## config.mk

```make
export PLATFORM = sky130hd
export DESIGN_NAME = elevator_ctrl_flat
export DESIGN_NICKNAME = d
export VERILOG_FILES = /design/src/rtl/elevator_pkg.sv /design/src/rtl/elevator_ctrl_if.sv /design/src/rtl/elevator_ctrl_req_scan.sv /design/src/rtl/elevator_ctrl.sv /design/src/flat_wrapper.sv
export SDC_FILE = /design/constraint.sdc
export NUM_CORES = 1
export LEC_CHECK = 0
export CAP_MARGIN = 10
export CORE_MARGIN = 2
export CORE_UTILIZATION = 35
export CTS_BUF_LIST = sky130_fd_sc_hd__clkbuf_2 sky130_fd_sc_hd__clkbuf_4 sky130_fd_sc_hd__clkbuf_8
export CTS_CLUSTER_SIZE = 24
export DETAILED_ROUTE_END_ITERATION = 10
export PLACE_DENSITY_LB_ADDON = 0.15
export SYNTH_ARGS = -nofsm -noshare
export SYNTH_HDL_FRONTEND = slang
export SYNTH_SLANG_ARGS = --single-unit
```

## constraint.sdc

```tcl
create_clock -name clk -period 10.9 [get_ports clk]
set_input_delay 1.09 -clock clk [delete_from_list [all_inputs] [get_ports clk]]
set_output_delay 1.09 -clock clk [all_outputs]
set_load 0.01 [all_outputs]
```

## src/rtl/elevator_pkg.sv

```systemverilog
// elevator_pkg: shared state encodings, direction constants and default sizes
package elevator_pkg;
  localparam int DEF_LEVELS = 8;
  localparam int DEF_FLOOR_W = 3;
  localparam logic [1:0] S_IDLE = 2'd0;
  localparam logic [1:0] S_MOVE = 2'd1;
  localparam logic [1:0] S_DOOR = 2'd2;
  localparam logic DIR_UP = 1'b1;
  localparam logic DIR_DOWN = 1'b0;
endpackage

```

## src/rtl/elevator_ctrl_if.sv

```systemverilog
// elevator_ctrl_if: latched call vectors in, car status and clear pulses out
interface elevator_ctrl_if
  import elevator_pkg::*;
#(
  parameter int LEVELS  = DEF_LEVELS,
  parameter int FLOOR_W = DEF_FLOOR_W
) ();
  logic [LEVELS-1:0]  active_in_levels;
  logic [LEVELS-1:0]  active_out_up_levels;
  logic [LEVELS-1:0]  active_out_down_levels;
  logic [FLOOR_W-1:0] floor;
  logic               motor_up;
  logic               motor_down;
  logic               door_open;
  logic [LEVELS-1:0]  clear_in;
  logic [LEVELS-1:0]  clear_up;
  logic [LEVELS-1:0]  clear_down;
  modport master (
    output active_in_levels, active_out_up_levels, active_out_down_levels,
    input  floor, motor_up, motor_down, door_open, clear_in, clear_up, clear_down
  );
  modport slave (
    input  active_in_levels, active_out_up_levels, active_out_down_levels,
    output floor, motor_up, motor_down, door_open, clear_in, clear_up, clear_down
  );
endinterface

```

## src/rtl/elevator_ctrl_req_scan.sv

```systemverilog
// req_scan: pending calls above/below a floor and the stop decision in each direction
module req_scan
  import elevator_pkg::*;
#(
  parameter int LEVELS  = DEF_LEVELS,
  parameter int FLOOR_W = DEF_FLOOR_W
) (
  input  logic [LEVELS-1:0]  in_i,
  input  logic [LEVELS-1:0]  up_i,
  input  logic [LEVELS-1:0]  down_i,
  input  logic [FLOOR_W-1:0] floor_i,
  output logic               above_o,
  output logic               below_o,
  output logic               here_o,
  output logic               stop_up_o,
  output logic               stop_down_o
);
  logic [LEVELS-1:0] req;
  assign req         = in_i | up_i | down_i;
  assign above_o     = |((req >> floor_i) >> 1);
  assign below_o     = |(req & ((LEVELS'(1) << floor_i) - LEVELS'(1)));
  assign here_o      = req[floor_i];
  assign stop_up_o   = in_i[floor_i] | up_i[floor_i] | (down_i[floor_i] & !above_o);
  assign stop_down_o = in_i[floor_i] | down_i[floor_i] | (up_i[floor_i] & !below_o);
endmodule

```

## src/rtl/elevator_ctrl.sv

```systemverilog
// elevator_ctrl: SCAN car scheduler driving motor, floor, door and call clears
module elevator_ctrl
  import elevator_pkg::*;
#(
  parameter int LEVELS        = DEF_LEVELS,
  parameter int FLOOR_W       = DEF_FLOOR_W,
  parameter int TRAVEL_CYCLES = 4,
  parameter int DOOR_CYCLES   = 6
) (
  input logic            clk,
  input logic            reset,
  elevator_ctrl_if.slave bus
);
  localparam int TW = $clog2(TRAVEL_CYCLES) + 1;
  localparam int DW = $clog2(DOOR_CYCLES) + 1;
  logic [1:0]         state_q, state_d;
  logic [FLOOR_W-1:0] floor_q, floor_d;
  logic               dir_q, dir_d;
  logic               mu_q, mu_d, md_q, md_d, door_q, door_d;
  logic               su_q, su_d, sd_q, sd_d;
  logic [LEVELS-1:0]  ci_q, ci_d, cu_q, cu_d, cd_q, cd_d;
  logic [TW-1:0]      tcnt_q, tcnt_d;
  logic [DW-1:0]      dcnt_q, dcnt_d;
  logic [FLOOR_W-1:0] nxt_floor, scan_floor;
  logic [LEVELS-1:0]  oh;
  logic               above, below, here, stop_up, stop_down;
  logic               ahead, stop, new_su, new_sd, match, pulsing;
  assign nxt_floor  = dir_q ? floor_q + 1'b1 : floor_q - 1'b1;
  // During travel the scan looks at the floor being arrived at; otherwise the current one.
  assign scan_floor = (state_q == S_MOVE) ? nxt_floor : floor_q;
  assign oh         = LEVELS'(1) << scan_floor;
  req_scan #(.LEVELS(LEVELS), .FLOOR_W(FLOOR_W)) u_scan (
    .in_i        (bus.active_in_levels),
    .up_i        (bus.active_out_up_levels),
    .down_i      (bus.active_out_down_levels),
    .floor_i     (scan_floor),
    .above_o     (above),
    .below_o     (below),
    .here_o      (here),
    .stop_up_o   (stop_up),
    .stop_down_o (stop_down)
  );
  assign ahead   = dir_q ? above : below;
  assign stop    = dir_q ? stop_up : stop_down;
  assign new_su  = dir_q | !ahead;
  assign new_sd  = !dir_q | !ahead;
  assign match   = bus.active_in_levels[floor_q] | (su_q & bus.active_out_up_levels[floor_q]) |
                   (sd_q & bus.active_out_down_levels[floor_q]);
  // The latched call is still visible while its clear pulse is out, so ignore it then.
  assign pulsing = |ci_q;
  // Next-state: idle decision, travel with arrival check, door dwell with re-open
  always_comb begin
    state_d = state_q;
    floor_d = floor_q;
    dir_d   = dir_q;
    mu_d    = mu_q;
    md_d    = md_q;
    door_d  = door_q;
    su_d    = su_q;
    sd_d    = sd_q;
    ci_d    = '0;
    cu_d    = '0;
    cd_d    = '0;
    tcnt_d  = tcnt_q;
    dcnt_d  = dcnt_q;
    case (state_q)
      S_IDLE: begin
        if (here) begin
          state_d = S_DOOR;
          door_d  = 1'b1;
          dcnt_d  = '0;
          su_d    = 1'b1;
          sd_d    = 1'b1;
          ci_d    = oh;
          cu_d    = oh;
          cd_d    = oh;
        end else if (above && (dir_q == DIR_UP || !below)) begin
          state_d = S_MOVE;
          dir_d   = DIR_UP;
          mu_d    = 1'b1;
          tcnt_d  = '0;
        end else if (below) begin
          state_d = S_MOVE;
          dir_d   = DIR_DOWN;
          md_d    = 1'b1;
          tcnt_d  = '0;
        end
      end
      S_MOVE: begin
        if (tcnt_q == TW'(TRAVEL_CYCLES - 1)) begin
          floor_d = nxt_floor;
          tcnt_d  = '0;
          if (stop) begin
            state_d = S_DOOR;
            mu_d    = 1'b0;
            md_d    = 1'b0;
            door_d  = 1'b1;
            dcnt_d  = '0;
            su_d    = new_su;
            sd_d    = new_sd;
            ci_d    = oh;
            cu_d    = new_su ? oh : '0;
            cd_d    = new_sd ? oh : '0;
          end else if (!ahead) begin
            state_d = S_IDLE;
            mu_d    = 1'b0;
            md_d    = 1'b0;
          end
        end else begin
          tcnt_d = tcnt_q + 1'b1;
        end
      end
      S_DOOR: begin
        if (!pulsing && match) begin
          dcnt_d = '0;
          ci_d   = oh;
          cu_d   = su_q ? oh : '0;
          cd_d   = sd_q ? oh : '0;
        end else if (dcnt_q == DW'(DOOR_CYCLES - 1)) begin
          state_d = S_IDLE;
          door_d  = 1'b0;
        end else begin
          dcnt_d = dcnt_q + 1'b1;
        end
      end
      default: state_d = S_IDLE;
    endcase
  end
  // State registers; reset parks the car at floor 0 since position is not sensed
  always_ff @(posedge clk or negedge reset) begin
    if (!reset) begin
      state_q <= S_IDLE;
      floor_q <= '0;
      dir_q   <= DIR_UP;
      mu_q    <= 1'b0;
      md_q    <= 1'b0;
      door_q  <= 1'b0;
      su_q    <= 1'b0;
      sd_q    <= 1'b0;
      ci_q    <= '0;
      cu_q    <= '0;
      cd_q    <= '0;
      tcnt_q  <= '0;
      dcnt_q  <= '0;
    end else begin
      state_q <= state_d;
      floor_q <= floor_d;
      dir_q   <= dir_d;
      mu_q    <= mu_d;
      md_q    <= md_d;
      door_q  <= door_d;
      su_q    <= su_d;
      sd_q    <= sd_d;
      ci_q    <= ci_d;
      cu_q    <= cu_d;
      cd_q    <= cd_d;
      tcnt_q  <= tcnt_d;
      dcnt_q  <= dcnt_d;
    end
  end
  assign bus.floor      = floor_q;
  assign bus.motor_up   = mu_q;
  assign bus.motor_down = md_q;
  assign bus.door_open  = door_q;
  assign bus.clear_in   = ci_q;
  assign bus.clear_up   = cu_q;
  assign bus.clear_down = cd_q;
endmodule

```

## src/flat_wrapper.sv

```systemverilog
// flat-port wrapper written by rule: the top's interface ports become plain ports
module elevator_ctrl_flat import elevator_pkg::*;
#(
  parameter int LEVELS        = DEF_LEVELS,
  parameter int FLOOR_W       = DEF_FLOOR_W,
  parameter int TRAVEL_CYCLES = 4,
  parameter int DOOR_CYCLES   = 6
)
  (clk, reset, bus_active_in_levels, bus_active_out_up_levels, bus_active_out_down_levels, bus_floor, bus_motor_up, bus_motor_down, bus_door_open, bus_clear_in, bus_clear_up, bus_clear_down);
  elevator_ctrl_if #(.LEVELS(LEVELS), .FLOOR_W(FLOOR_W)) bus_i ();
  input logic clk;
  input logic reset;
  input wire logic [$bits(bus_i.active_in_levels)-1:0] bus_active_in_levels;
  input wire logic [$bits(bus_i.active_out_up_levels)-1:0] bus_active_out_up_levels;
  input wire logic [$bits(bus_i.active_out_down_levels)-1:0] bus_active_out_down_levels;
  output wire logic [$bits(bus_i.floor)-1:0] bus_floor;
  output wire logic [$bits(bus_i.motor_up)-1:0] bus_motor_up;
  output wire logic [$bits(bus_i.motor_down)-1:0] bus_motor_down;
  output wire logic [$bits(bus_i.door_open)-1:0] bus_door_open;
  output wire logic [$bits(bus_i.clear_in)-1:0] bus_clear_in;
  output wire logic [$bits(bus_i.clear_up)-1:0] bus_clear_up;
  output wire logic [$bits(bus_i.clear_down)-1:0] bus_clear_down;
  assign bus_i.active_in_levels = bus_active_in_levels;
  assign bus_i.active_out_up_levels = bus_active_out_up_levels;
  assign bus_i.active_out_down_levels = bus_active_out_down_levels;
  assign bus_floor = bus_i.floor;
  assign bus_motor_up = bus_i.motor_up;
  assign bus_motor_down = bus_i.motor_down;
  assign bus_door_open = bus_i.door_open;
  assign bus_clear_in = bus_i.clear_in;
  assign bus_clear_up = bus_i.clear_up;
  assign bus_clear_down = bus_i.clear_down;
  elevator_ctrl #(.LEVELS(LEVELS), .FLOOR_W(FLOOR_W), .TRAVEL_CYCLES(TRAVEL_CYCLES), .DOOR_CYCLES(DOOR_CYCLES)) u_core (.clk(clk), .reset(reset), .bus(bus_i));
endmodule
```

==> run metrics, run 1 <==
path type of the worst setup path flip-flop to flip-flop; worst voltage drop across the vdd grid between 70 and 80 uV; slowest stage delay, CP approximately 0.65 ns; Tightest Pin Transition 0.906 ns; Die Footprint roughly 0.0085 sq mm; routability-driven placement congestion ratio a little under 1; area occupied by multi-input gates around 0.0016 sq mm; leading cell type in the layout, fill and taps excluded clkdlybuf4s50_1; area of the core region roughly 0.0076 sq mm; share of synthesized registers carrying an async set or reset 100%; count of endpoints failing hold in the final timing report 0; antenna violations before repair 0; synthesized area ~0.0027 sq mm; total power 0.550 mW; number of buffers inserted to repair setup after CTS 0; # IOs between 50 and 60; number of inserted filler cells in the final layout approximately 740; required time worst endpoint roughly 11 ns; crit path launch type flip-flop; area of all sequential standard cells 0.00105 sq mm; maximum number of pins on one net before global-route repair 43; violation count after the first detailed-route iteration between 200 and 300; leakage power of the design around 1.4 nW; Finished Layout Cells 432; Final Net Count 360; GRT Overall Usage 18.8%; placed insts 424; skew final 0.00694 ns; share of post-route cells with drive strength above 1 about 14%; number of antenna cells inserted 0; proportion of synthesized chip area in sequential cells around two fifths; worst path arrival time around 4.8 ns; number of buffers inserted by port buffering 55; area added between synthesis and finish 25.3%; number of resized instances in the post-cts repair step 0; vias post-DR around 2.5k; distinct cell type count of the synthesized netlist between 70 and 80; post-route clock period utilization a little over two fifths; most frequently used flop master after synthesis dfrtp_1; reg-to-reg slack, setup about 6.3 ns; post-synthesis sequential element count 42; Max Cap Viol 0; run status finished clean; synthesized netlist net count between 300 and 400; global route overflow 0; cell at the slowest stage of the critical path dfrtp_1; average cell area after synthesis roughly 9.7 sq um; per-cell routed wire length ~18 um; ratio of routed vias to standard cells approximately 5.7; number of instances in the synthesized netlist 280; Post-CTS Hold Fix Bufs 0; max-slew violation total from the final report 0; series of cell instances along the critical path inv_2, fa_1, xnor2_2, o21ai_2, and2_1, nand2_1, ha_1, o21ai_0, nor4_1, a211oi_2, o211ai_2, a2111oi_4, o21ai_2, a21oi_4, mux2_4; detailed-placement wirelength estimate about 6 mm; clock tree from TritonCTS yes; Clock Sink Count 42; Pre-Repair DR Iteration Count 5; unrepaired setup endpoints after global routing no; setup violation total in the final timing report 0; count of antenna-violating nets left after detailed routing 0; cell type with the highest occurrence count on the critical path o21ai_2; number of remaining DRC errors 0; total clock buffers created by CTS 5; effective utilization at floorplan a little over a third; vias in the first global route roughly 2.4k; clock-pin transition on the worst setup and hold timing paths about 0.090 ns; Worst-Skew Late Latency 0.30 ns; first-pass GRT wire length 12.5 mm; Worst Path Buf+Inv 1; number of H-tree levels 2; crit path time final 4.58 ns; HP Class flip-flop to flip-flop; number of rows in the core area 32; number of enable flip-flop cells after synthesis 0; width of the chip slightly above 90 um; worst-path maximum fanout 16; number of buffers on the longest clock path 2; Chip Height 92.2 um; Post-Route Setup TNS 0 ns; nature of the critical path endpoint flip-flop; commonest cells after routing, fill and taps aside 54 x clkdlybuf4s50_1, 41 x dfrtp_1, 30 x nor2_1; Post-Route WL roughly 7.7 mm; library cell used as clock root buffer clkbuf_8; power per cell area between 150 and 200 mW/mm^2; kind of cell adding the most delay to the critical path compound AO/OA/AOI/OAI gates; yosys warns 0; maximum achievable frequency about 0.22 GHz; slew margin rel. 39.6%
[flip-flops by register name, summed over array words and instances (netlist names)]
| name | flops |
|---|---|
| u_core.bus.clear_in | 8 |
| u_core.dcnt_q | 4 |
| u_core.bus.clear_up | 8 |
| u_core.state_q | 2 |
| u_core.bus.motor_up | 1 |
| u_core.bus.motor_down | 1 |
| u_core.sd_q | 1 |
| u_core.bus.door_open | 1 |
| u_core.tcnt_q | 3 |
| u_core.dir_q | 1 |
| u_core.bus.floor | 3 |
| u_core.bus.clear_down | 8 |
| u_core.su_q | 1 |
[worst register-to-register path, stage by stage, from the launching register on]
cell and delay [ns]:
dfrtp_1 0.65, inv_2 0.19, fa_1 0.52, xnor2_2 0.19, o21ai_2 0.25, and2_1 0.42
nand2_1 0.20, ha_1 0.33, o21ai_0 0.12, nor4_1 0.08, a211oi_2 0.24, o211ai_2 0.14
a2111oi_4 0.47, o21ai_2 0.13, a21oi_4 0.23, mux2_4 0.32
[where the power goes]
group	leakage (nW)	switching [mW]	total, mW	internal (mW)
registers	0.542	0.0263	0.208	0.181
logic	0.789	0.129	0.237	0.108
clock network	0.0408	0.0594	0.105	0.0459
[cell type report]
type                    instances  share of cell area [%]
inverters                       8                   0.879
clock buffers                   5                    2.01
well taps                     102                    3.74
clock inverters                 3                   0.696
flip-flops and latches         42                    30.8
multi-input cells             217                    45.9
repair buffers                 55                    16.0
[cells in the mapped netlist, drive strengths merged (3+ instances only)]
library cell   n  share of area [%]
dfrtp         41                 38
nor2          30                4.1
nand2         22                3.0
o21ai         20                4.1
nor3          19                4.6
a21oi         11                2.4
nand3         10                1.8
buf            8                2.1
inv            8                1.1
nand2b         7                1.6
and2           5                1.2
clkbuf         5               0.69
o21a           5                1.4
a221oi         4                1.3
a31oi          4               0.92
and3           4               0.92
ha             4                1.8
mux4           4                3.3
nor4           4               0.92
o22ai          4               0.92
xnor2          4                2.3
a22oi          3               0.83
a2bb2oi        3               0.96
mux2           3                1.5
mux2i          3                1.1
or2            3               0.69
[routing by layer]
layer,GRT usage [%],part of all wire [%]
met3,4.11,8.2
met4,4.60,2.1
met5,0,0
met1,25.9,43
met2,30.1,47
[cell families (layout without fill, tap and decap cells)]
logic type | Yosys count | count (layout) | synth area share (%)
compound gates | 81 | 81 | 22.8
xor+xnor | 7 | 7 | 3.72
fa+ha+maj | 5 | 5 | 2.57
buf+inv | 21 | 71 | 3.86
flops | 42 | 42 | 38.6
mux | 10 | 10 | 5.92
simple gates | 114 | 114 | 22.5
[per-stage QoR]
step	setup WS, ns	utilization, %	area, sq um	hold WS, ns
global route	6.02	44.7	3420	0.522
finish	6.32	44.7	3420	0.505
global placement	6.48	43.5	3320	0.489
CTS	6.36	44.7	3420	0.513
floorplan	7.01	-	2730	0.463
detailed placement	6.39	43.5	3320	0.488
[path summary, 6_finish.rpt]
kind | endpoint | startpoint | depth (start not counted)
min in group asynchronous | u_core.bus.clear_up[3]$_DFF_PN0_ | reset | 1
max reg2reg | u_core.dcnt_q[1]$_DFFE_PN0P_ | u_core.bus.floor[0]$_DFFE_PN0P_ | 15
min | u_core.tcnt_q[0]$_DFFE_PN0P_ | u_core.tcnt_q[0]$_DFFE_PN0P_ | 1
max in group asynchronous | u_core.tcnt_q[1]$_DFFE_PN0P_ | reset | 1
min reg2reg | u_core.tcnt_q[0]$_DFFE_PN0P_ | u_core.tcnt_q[0]$_DFFE_PN0P_ | 1
max | u_core.dcnt_q[1]$_DFFE_PN0P_ | u_core.bus.floor[0]$_DFFE_PN0P_ | 15
No activity file was read; power rests on OpenSTA's default activity.
==> run 2: changes to the inputs <==
- clock period: 10.9 -> 4.5 ns (I/O delays scaled with it)
==> run 2 against run 1 <==
Net effect: setup slack got worse by 6.0 ns; sequential share of layout area fell by 0.52 points; highest routed layer unchanged; register-to-register slack got worse by 6.0 ns; die area did not move; largest power group unchanged.
==> run metrics, run 2 (same netlist as run 1, synthesis figures left out) <==
nature of the critical path endpoint flip-flop; HP Class input port to asynchronous set/reset pin; violation count after the first detailed-route iteration 196; Tightest Pin Transition between 0.9 and 1 ns; Post-CTS Hold Fix Bufs 0; post-route clock period utilization about 92%; Clock Sink Count 42; Cell Int Power 0.840 mW; number of buffers inserted by port buffering 55; total clock buffers created by CTS 5; launch point of the worst path u_core.bus.floor[0]$_DFFE_PN0P_; total power between 1 and 1.5 mW; number of antenna cells inserted 0; antenna violations before repair 0; vias in the first global route approximately 2.3k; detailed-placement wirelength estimate 5.77 mm; Max Cap Viol 0; GRT Overall Usage between 10% and 20%; Pre-Repair DR Iteration Count 5; count of antenna-violating nets left after detailed routing 0; first-pass GRT wire length between 10 and 15 mm; number of resized instances in the post-cts repair step 0; maximum number of pins on one net before global-route repair 43; leakage power of the design 1.42 nW; reg-to-reg slack, setup between 0.3 and 0.4 ns; # IOs 56; area added between synthesis and finish 27.5%; path type of the worst setup path flip-flop to flip-flop; width of the chip 92.2 um; required time worst endpoint 4.69 ns; maximum achievable frequency 0.241 GHz; run status finished clean; switching pwr 0.507 mW; vias post-DR 2,371; setup violation total in the final timing report 0; sequential power share 36.6%; power per cell area between 300 and 400 mW/mm^2; share of total power in the clock network ~20%; Final Net Count approximately 370; Worst-Skew Late Latency around 0.3 ns; skew final 0.0171 ns; max-slew violation total from the final report 0; number of H-tree levels 2; number of buffers on the longest clock path 2; per-cell routed wire length around 17 um; library cell used as clock root buffer clkbuf_8; area of all sequential standard cells around 0.0011 sq mm; Chip Height between 90 and 100 um; slew margin rel. between 30% and 40%; share of post-route cells with drive strength above 1 between 15 and 20%; commonest cells after routing, fill and taps aside 54 x clkdlybuf4s50_1, 41 x dfrtp_1, 30 x nor2_1; number of buffers inserted to repair setup after CTS 0; worst voltage drop across the vdd grid around 210 uV; effective utilization at floorplan approximately 36%; area occupied by multi-input gates about 0.0016 sq mm; Post-Route Setup TNS 0 ns; ratio of routed vias to standard cells approximately 5.4; clock-pin transition on the worst setup and hold timing paths 0.09 ns; area of the core region approximately 0.0076 sq mm; worst-path maximum fanout 10; Post-Route WL 7.45 mm; worst path arrival time approximately 4.4 ns; Worst R2R Start u_core.bus.floor[0]$_DFFE_PN0P_; global route overflow 0; clock tree from TritonCTS yes; fraction of power spent switching nets between 30% and 40%; routability-driven placement congestion ratio between 0.9 and 1; number of remaining DRC errors 0; share of total power in combinational logic a little over two fifths; Die Footprint between 0.008 and 0.009 sq mm; number of inserted filler cells in the final layout roughly 740; unrepaired setup endpoints after global routing no; crit path time final ~4.2 ns; leading cell type in the layout, fill and taps excluded clkdlybuf4s50_1; crit path launch type flip-flop; count of endpoints failing hold in the final timing report 0; number of rows in the core area 32
-- run 2: changes by cell type in the layout (fill, tap and decap cells not counted), sizes merged --
cell / before / now
buf: 1 / 8
clkbuf: 5 / 7
clkinvlp: 2 / 0
-- run 2: area by class of cell --
type	count	share of cell area (%)
timing repair buffer	62	17.2
multi-input combinational	217	45.1
clock inverter	1	0.252
clock buffer	7	2.59
tap	102	3.67
sequential	42	30.3
inverter	8	0.864
-- run 2: path summary, 6_finish.rpt --
check / endpoint / cells after the start
max in group asynchronous: u_core.bus.floor[1]$_DFFE_PN0P_ / 1
min in group clk: u_core.tcnt_q[0]$_DFFE_PN0P_ / 1
max: u_core.dcnt_q[0]$_DFFE_PN0P_ / 15
min: u_core.bus.clear_in[7]$_DFF_PN0_ / 1
max reg2reg: u_core.dcnt_q[0]$_DFFE_PN0P_ / 15
min reg2reg: u_core.tcnt_q[0]$_DFFE_PN0P_ / 1
-- run 2: power groups by stage --
stage / sequential [mW] / clock [mW] / combinational (mW)
2_1_floorplan: 0.494 / 0 / 0.395
3_3_place_gp: 0.500 / 0 / 0.582
3_5_place_dp: 0.499 / 0 / 0.584
4_1_cts: 0.493 / 0.277 / 0.587
5_1_grt: 0.503 / 0.296 / 0.646
6_report: 0.493 / 0.270 / 0.585
-- run 2: routing by layer --
layer	wire, um	track usage [%]
met1	3410	26.4
met2	3560	28.7
met3	421	2.96
met4	56	3.23
met5	0	0
-- run 2: critical path: stages (launching register included) --
cell and delay, ns:
dfrtp_1 0.36, inv_2 0.10, fa_1 0.49, xnor2_2 0.18, o21ai_2 0.23, and2_1 0.41
nand2_1 0.22, ha_1 0.33, o21ai_0 0.10, nor4_1 0.07, a211oi_2 0.24, o211ai_2 0.14
a2111oi_4 0.47, o21ai_2 0.13, a21oi_4 0.25, mux2_4 0.32
-- run 2: per-stage QoR --
stage	area, sq um	util, %	setup slack (ns)	instances	hold slack [ns]
global placement	3380	44.1	0.500	431	0.487
CTS	3470	45.4	0.324	439	0.302
floorplan	2730	-	0.609	280	0.154
finish	3470	45.4	0.343	439	0.272
global route	3470	45.4	0.0693	439	0.364
detailed placement	3380	44.1	0.329	431	0.492
==> run 3: changes to the inputs <==
- CORE_ASPECT_RATIO: not set -> 1.5
- GPL_TIMING_DRIVEN: not set -> 0
==> run 3 against run 2 <==
Net effect: clock skew decreased by 0.0069 ns; register-to-register slack got worse by 0.05 ns; highest routed layer unchanged; sequential power decreased by 3%; largest power group unchanged; clock power decreased by 4%; sequential share of layout area decreased by 0.35 points; setup slack got worse by 0.055 ns; flip-flop and latch count unchanged; worst hold slack got worse by 0.25 ns; maximum frequency decreased by 1.3%.
==> run metrics, run 3 (same netlist as run 1, synthesis figures left out) <==
Reg-to-Reg End u_core.dcnt_q[1]$_DFFE_PN0P_; run status finished clean; ratio of routed vias to standard cells 5.59; max-slew violation total from the final report 0; kind of cell adding the most delay to the critical path compound AO/OA/AOI/OAI gates; unrepaired setup endpoints after global routing no; antenna violations before repair 0; number of rows in the core area 39; maximum number of pins on one net before global-route repair 33; count of endpoints failing hold in the final timing report 0; area added between synthesis and finish 29.3%; maximum achievable frequency 0.237 GHz; vias in the first global route 2,429; number of remaining DRC errors 0; GRT Overall Usage 20.2%; worst voltage drop across the vdd grid ~220 uV; effective utilization at floorplan between 30% and 40%; Place WS -0.179 ns; # IOs 56; cell at the slowest stage of the critical path fa_1; per-cell routed wire length between 15 and 20 um; final standard cell utilization of the core between 40% and 50%; Post-Route WL ~8.4 mm; number of H-tree levels 2; width of the chip around 76 um; share of post-route cells with drive strength above 1 approximately 17%; skew final 0.0101 ns; setup violation total in the final timing report 0; violation count after the first detailed-route iteration 213; series of cell instances along the critical path inv_2, fa_1, xnor2_2, o21ai_2, and2_1, buf_4, nand2_1, ha_1, o21ai_0, nor4_1, a211oi_2, o211ai_2, a2111oi_4, o21ai_2, a21oi_4, mux2_4; Die Footprint approximately 0.0085 sq mm; Pre-Repair DR Iteration Count 5; detailed-placement wirelength estimate 6.58 mm; number of cells on the worst reg-to-reg path 16; worst path arrival time ~4.4 ns; worst setup margin 0.288 ns; area of the core region 0.00756 sq mm; Max Cap Viol 0; Worst Path Buf+Inv 2; commonest cells after routing, fill and taps aside 54 x clkdlybuf4s50_1, 39 x dfrtp_1, 30 x nor2_1; cell type with the highest occurrence count on the critical path o21ai_2; Tightest Pin Transition around 0.69 ns; leading cell type in the layout, fill and taps excluded clkdlybuf4s50_1; number of buffers inserted by port buffering 55; Chip Height approximately 110 um; nature of the critical path endpoint flip-flop; required time worst endpoint ~4.7 ns; routability-driven placement congestion ratio between 0.9 and 1; first-pass GRT wire length around 13 mm; clock tree from TritonCTS yes; post-route clock period utilization between 90% and 100%; power per cell area 387 mW/mm^2; area of all placed cells without fillers 0.00352 sq mm; Clock Sink Count 42; vias post-DR between 2k and 2.5k; crit path time final around 4.2 ns; worst-path maximum fanout 10; Worst-Skew Late Latency between 0.3 and 0.4 ns; library cell used as clock root buffer clkbuf_8; slew margin rel. 53.7%; Worst R2R Start u_core.bus.floor[0]$_DFFE_PN0P_; slowest stage delay, CP around 0.5 ns; path type of the worst setup path flip-flop to flip-flop; leakage power of the design ~1.4 nW; reg-to-reg slack, setup between 0.2 and 0.3 ns; total clock buffers created by CTS 5; Final Net Count ~370; global route overflow 0; clock-pin transition on the worst setup and hold timing paths 0.09 ns; crit path launch type flip-flop; number of antenna cells inserted 0; HP Class input port to asynchronous set/reset pin; number of buffers on the longest clock path 2; count of antenna-violating nets left after detailed routing 0; post-detailed-placement cell area 0.00342 sq mm
run 3: changes by cell type in the layout (fill, tap and decap cells not counted), moves of 2 or more:
cell and change:
buf_4 -3, dfrtp_1 -2, dfrtp_2 +2, clkinvlp_4 +2
clkbuf_1 +5, buf_2 +3
run 3: worst max path at each step:
| stage | from | endpoint | slack, ns | cells past startpoint |
|---|---|---|---|---|
| after floorplan | u_core.bus.floor[0]$_DFFE_PN0P_ | u_core.dcnt_q[0]$_DFFE_PN0P_ | 0.61 | 16 |
| after global placement | u_core.bus.floor[0]$_DFFE_PN0P_ | u_core.dcnt_q[1]$_DFFE_PN0P_ | -0.21 | 14 |
| after detailed placement | u_core.bus.floor[0]$_DFFE_PN0P_ | u_core.dcnt_q[1]$_DFFE_PN0P_ | -0.18 | 14 |
| after CTS | u_core.bus.floor[0]$_DFFE_PN0P_ | u_core.dcnt_q[1]$_DFFE_PN0P_ | 0.07 | 14 |
| after global routing | u_core.bus.floor[0]$_DFFE_PN0P_ | u_core.dcnt_q[1]$_DFFE_PN0P_ | 0.03 | 16 |
| final | u_core.bus.floor[0]$_DFFE_PN0P_ | u_core.dcnt_q[1]$_DFFE_PN0P_ | 0.29 | 16 |
run 3: final cells by class:
| type | count | area [sq um] |
|---|---|---|
| Buffer | 13 | 75.1 |
| Clock buffer | 5 | 68.8 |
| Clock inverter | 3 | 23.8 |
| Fill cell | 757 | 4040 |
| Inverter | 8 | 30.0 |
| Multi-Input combinational cell | 217 | 1580 |
| Sequential cell | 42 | 1050 |
| Tap cell | 102 | 128 |
| Timing Repair Buffer | 56 | 566 |
run 3: metal layers:
layer  global-route usage (%)  wire length, um  share of wire [%]  vias to the layer above
met5                        0                0                  0                        -
met4                     8.73              289                3.5                        0
met3                     3.54              488                5.8                       23
met2                     36.5             4290                 51                      124
met1                     23.4             3300                 39                     1186
li1                         -                -                  -                     1159
run 3: where the power goes:
part           internal, mW  switching [mW]  total (mW)  leakage, nW
Sequential            0.440          0.0377       0.477        0.539
Combinational         0.277           0.351       0.628        0.846
Clock                 0.111           0.147       0.258       0.0408
run 3: stage by stage:
stage	cells	power (mW)	hold slack (ns)	TNS (ns)
2_1_floorplan	280	0.889	0.154	0
3_3_place_gp	437	1.10	0.484	-2.35
3_5_place_dp	438	1.11	0.365	-1.55
4_1_cts	446	1.37	0.0271	0
5_1_grt	446	1.44	0.0287	0
6_report	446	1.36	0.0245	0
run 3: repair_timing:
item	CTS	global route
hold buffers	0	0
pin swaps	0	1
gates resized for setup	2	3
setup endpoints to repair	27	30
setup buffers	0	0
